[src/rtl/mux_n_skid_reg.sv]
// N:1 selector feeding a 2-entry skid buffer with valid/ready handshake,
// flush and out-of-range select detection.
module mux_n_skid_reg #(
  parameter int unsigned         WIDTH       = 5,
  parameter int unsigned         NUM_PORTS   = 3,
  parameter int unsigned         SEL_W       = 2,
  parameter logic [WIDTH-1:0]    DEFAULT_VAL = '0
) (
  input  logic                       clk,
  input  logic                       rst_n,
  input  logic [NUM_PORTS*WIDTH-1:0] PortsIn,
  input  logic [SEL_W-1:0]           Select,
  input  logic                       InValid,
  output logic                       InReady,
  input  logic                       Flush,
  output logic [WIDTH-1:0]           Output,
  output logic                       OutSelErr,
  output logic                       OutValid,
  input  logic                       OutReady
);

  typedef enum logic [1:0] {
    EMPTY = 2'd0,
    ONE   = 2'd1,
    TWO   = 2'd2
  } state_t;

  state_t           state;
  logic [WIDTH-1:0] main_data;
  logic             main_err;
  logic             main_valid;
  logic [WIDTH-1:0] skid_data;
  logic             skid_err;
  logic             skid_valid;

  logic [WIDTH-1:0] mux_data;
  logic             mux_err;
  logic             in_fire;
  logic             out_fire;

  // Unmatched select codes fall through to DEFAULT_VAL with the error flag set.
  always_comb begin
    mux_data = DEFAULT_VAL;
    mux_err  = 1'b1;
    for (int unsigned k = 0; k < NUM_PORTS; k++) begin
      if (Select == SEL_W'(k)) begin
        mux_data = PortsIn[k*WIDTH +: WIDTH];
        mux_err  = 1'b0;
      end
    end
  end

  assign InReady   = !skid_valid && !Flush;
  assign in_fire   = InValid && InReady;
  assign out_fire  = main_valid && OutReady;

  assign Output    = main_data;
  assign OutSelErr = main_err;
  assign OutValid  = main_valid;

  always_ff @(posedge clk) begin
    if (!rst_n) begin
      state      <= EMPTY;
      main_data  <= '0;
      main_err   <= 1'b0;
      main_valid <= 1'b0;
      skid_data  <= '0;
      skid_err   <= 1'b0;
      skid_valid <= 1'b0;
    end else if (Flush) begin
      state      <= EMPTY;
      main_valid <= 1'b0;
      skid_valid <= 1'b0;
    end else begin
      case (state)
        EMPTY: begin
          if (in_fire) begin
            state      <= ONE;
            main_data  <= mux_data;
            main_err   <= mux_err;
            main_valid <= 1'b1;
          end
        end
        ONE: begin
          if (in_fire && out_fire) begin
            main_data <= mux_data;
            main_err  <= mux_err;
          end else if (in_fire) begin
            state      <= TWO;
            skid_data  <= mux_data;
            skid_err   <= mux_err;
            skid_valid <= 1'b1;
          end else if (out_fire) begin
            state      <= EMPTY;
            main_valid <= 1'b0;
          end
        end
        TWO: begin
          if (out_fire) begin
            state      <= ONE;
            main_data  <= skid_data;
            main_err   <= skid_err;
            skid_valid <= 1'b0;
          end
        end
        default: begin
          state      <= EMPTY;
          main_valid <= 1'b0;
          skid_valid <= 1'b0;
        end
      endcase
    end
  end

endmodule

[config.mk]
export PLATFORM = sky130hd
export DESIGN_NAME = mux_n_skid_reg
export DESIGN_NICKNAME = d
export VERILOG_FILES = /design/src/rtl/mux_n_skid_reg.sv
export SDC_FILE = /design/constraint.sdc
export NUM_CORES = 1
export LEC_CHECK = 0
export ABC_AREA = 1
export CORE_MARGIN = 1
export CORE_UTILIZATION = 40
export CTS_CLUSTER_DIAMETER = 150
export CTS_CLUSTER_SIZE = 16
export DETAILED_ROUTE_END_ITERATION = 7
export HOLD_SLACK_MARGIN = 0.15
export PLACE_DENSITY = 0.74
export SETUP_SLACK_MARGIN = 0.05
export SLEW_MARGIN = 20
export SYNTH_ARGS = -nofsm -noshare
export SYNTH_HDL_FRONTEND = slang
export SYNTH_SLANG_ARGS = --single-unit
[constraint.sdc]
create_clock -name clk -period 1.1 [get_ports clk]
set_input_delay 0.11 -clock clk [delete_from_list [all_inputs] [get_ports clk]]
set_output_delay 0.11 -clock clk [all_outputs]
set_load 0.03 [all_outputs]
==> summary.md <==
| Metric | Value |
|---|---|
| Setup TNS | -932.7 ps |
| Run status | finished, violations left |
| Psw | 0.4177 mW |
| WP buf/inv | 1 |
| Nets | 222 |
| Crit. path cell count | 8 |
| Router iterations before antenna repair | 4 |
| Crit path max-delay cell type | dfxtp_4 |
| CP endpoint kind | flop |
| R2r startpoint | state[1] |
| Clk sinks | 16 |
| Syn_nets | 172 |
| Slew Limit Headroom | 81.03% |
| Failing checks | negative setup slack |
| Fin worst setup slack | -123.0 ps |
| Most frequent cells after synthesis | 41 x nand2_1, 26 x nor2_1, 16 x dfxtp_1, 16 x nand3_1, 14 x inv_1 |
| Initial antenna violation count | 0 |
| F_max | 817.7 MHz |
| Setup slack, reg-to-reg | -120 ps |
| Vias in the first global route | 1070 |
| Die area | 0.002505 mm^2 |
| Worst Path Arrival | 1450 ps |
| Top delay family on crit path | simple AND/OR/NAND/NOR gates |
| Num ports | 30 |
| CTS H-Tree Depth | 1 |
| Crit-path cells | buf_6 > nand3_4 > nand2_4 > nor2_4 > nand2_4 > nand2_2 > nand2_2 > nor2_2 |
| DPL Wire Length | 1943 um |
| Synth area leader | dfxtp_1 |
| GRT overflow | 0 |
| First-pass GRT wire length | 4347 um |
| Final ANT Viol Nets | 0 |
| Synth Instances | 150 |
| Die span in x | 50.05 um |
| Port buffer count | 29 |
| Gr usage total | 23.11% |
| Area contributors post-synth | dfxtp_1 35%, nand2_1 17%, nor2_1 11%, nand3_1 8.7%, inv_1 5.7% |
| Worst-margin pin slew | 284.0 ps |
| Post-synth top flop | dfxtp_1 |
| Clock Path Buffers | 2 |
| Power share of the sequential group | 43.9% |
| Yosys top cell area share | 34.69% |
| DRC | 0 |
| Critical Path Start Type | flop |
| Routability congestion estimate | 0.8404 |
| Num CTS Buffers | 3 |
| Ant diodes | 0 |
| Core Region | 0.002191 mm^2 |
| Yosys warnings | 0 |
| Worst VDD drop | 536.9 uV |
| Layout cell share with drive strength beyond 1 | 34.17% |
| Number of synthesized flops with an enable pin | 0 |
| CP startpoint | state[1] |
| Skew final | 3.225 ps |
| Largest net degree at the start of global routing | 13 |
| Vias per cell | 4.956 |
| CP Class | reg2reg |
| Pwr Density | 895.4 mW/mm^2 |
| Power Internal | 0.9793 mW |
| FF+latch count, synth | 16 |
| Clk slew on worst S/H paths | 100 ps |
| Synth-to-Final Area Change | 68.97% |
| Final Setup Violations | 14 |
| MaxCap Viol Count | 0 |
| Switching Fraction | 29.90% |
| Wire length per cell | 12.05 um |
| CTS tree | done |
| Async set-reset flop share out of synthesis | 0% |
| Hold crit path type | in2reg |
| Via count | 1125 |
| Initial Utilization | 42.15% |
| Final wirelength | 2735 um |
| Setup crit end | Output[0] |
| Average size of a mapped cell | 6.156 um^2 |
| Final worst path period share | 111.2% |
| Filler instances | 182 |
| CP Data Required Time | 1330 ps |
| Max incr delay on CP | 380 ps |
| Top-count cell post-synth | nand2_1 |
| Iter 0 DRT Violations | 21 |
| Sequential share of the synthesized area | 34.69% |
| Std cell rows | 17 |
| Crit path time final | 1223 ps |
| Max FO, Critical Path | 5 |
| Clock power share | 28.6% |
| Leak | 0.7523 nW |
| Register-to-Register Path Depth | 8 |
| Root Driver | clkbuf_4 |
| Pre-CTS WS | -390.5 ps |
| Clock Latency Late Sink | 290 ps |
| Final hold violation count | 0 |
| Die height | 50.05 um |
| RR Endpoint | Output[0] |
| Cell variety after synth | 17 |
| Gate power share | 27.5% |
| Fin. max-slew vios | 0 |
| Post-Syn Area | 923.4 um^2 |
| RSZ-0062 raised after global routing | yes |
-- power groups by stage --
stage | combinational (mW) | clock (mW) | sequential [mW]
global route | 0.418 | 0.437 | 0.616
floorplan | 0.150 | 0 | 0.658
detailed placement | 0.335 | 0 | 0.627
CTS | 0.357 | 0.405 | 0.614
global placement | 0.330 | 0 | 0.626
finish | 0.384 | 0.400 | 0.613
-- cell type report --
class | count | area [um^2] | area share (%)
tap | 28 | 35.03 | 2.245
sequential | 16 | 332.8 | 21.33
clock buffer | 4 | 36.28 | 2.326
inverter | 18 | 82.58 | 5.293
multi-input combinational | 114 | 628.1 | 40.26
timing repair buffer | 47 | 445.4 | 28.55
-- worst min path at each step --
stage | start | end | slack, ps | depth (start not counted)
2_1_floorplan | rst_n | skid_data[0] | 250 | 2
5_1_grt | Select[0] | skid_err | 250 | 3
3_3_place_gp | OutSelErr | OutSelErr | 470 | 2
4_1_cts | rst_n | state[0] | 500 | 5
6_report | Select[0] | skid_err | 240 | 3
3_5_place_dp | OutSelErr | OutSelErr | 490 | 2
-- tightest hold or removal path, cell delays in order --
cell and delay, ps:
dlymetal6s2s_1 190, nand2_1 120, a21oi_1 70
-- cell families (layout without fill, tap and decap cells) --
logic type / after synthesis / count (layout) / share of synthesized area [%]
simple gates: 95 / 96 / 46.21
buf+inv: 21 / 69 / 8.942
compound gates: 18 / 18 / 10.16
flops: 16 / 16 / 34.69
-- through the flow --
stage	util (%)	area, um^2	power [mW]	std cells	hold WS (ps)
after floorplan	-	943.4	0.8077	150	245.7
after global placement	61.68	1351	0.9551	218	470.0
after detailed placement	61.68	1351	0.9619	218	487.0
after CTS	66.08	1448	1.376	226	502.3
after global routing	71.22	1560	1.471	227	248.6
final	71.22	1560	1.397	227	238.3
-- sequential cells by signal (all words and copies together), names as in the netlist --
register and count:
OutValid 1, Output 5, skid_err 1, skid_data 5, skid_valid 1, state 2, OutSelErr 1
-- repair_timing --
action | 4_1_cts | 5_1_grt
pin swaps | 6 | 14
gates resized for setup | 13 | 31
hold buffers | 0 | 0
setup buffers | 3 | 1
endpoints found under the setup margin | 17 | 18
cloned | 1 | 0
-- metal layers --
layer	track usage [%]	wire, um
met5	0	0
met4	8.571	30
met3	2.778	96
met2	46.22	1487
met1	23.51	1120
-- cells in the final DEF, fill, tap and decap left out, types with 2 or more instances in the layout --
master / instances
a21oi_1: 4
a21oi_2: 2
buf_4: 19
buf_6: 6
clkbuf_4: 3
clkdlybuf4s50_1: 19
dfxtp_1: 12
dfxtp_4: 3
dlymetal6s2s_1: 2
inv_1: 12
inv_4: 4
nand2_1: 34
nand2_2: 7
nand2_4: 6
nand3_1: 16
nor2_1: 22
nor2_2: 4
nor2_4: 5
o21ai_0: 6
o21ai_2: 2
No activity file was read; power rests on OpenSTA's default activity.
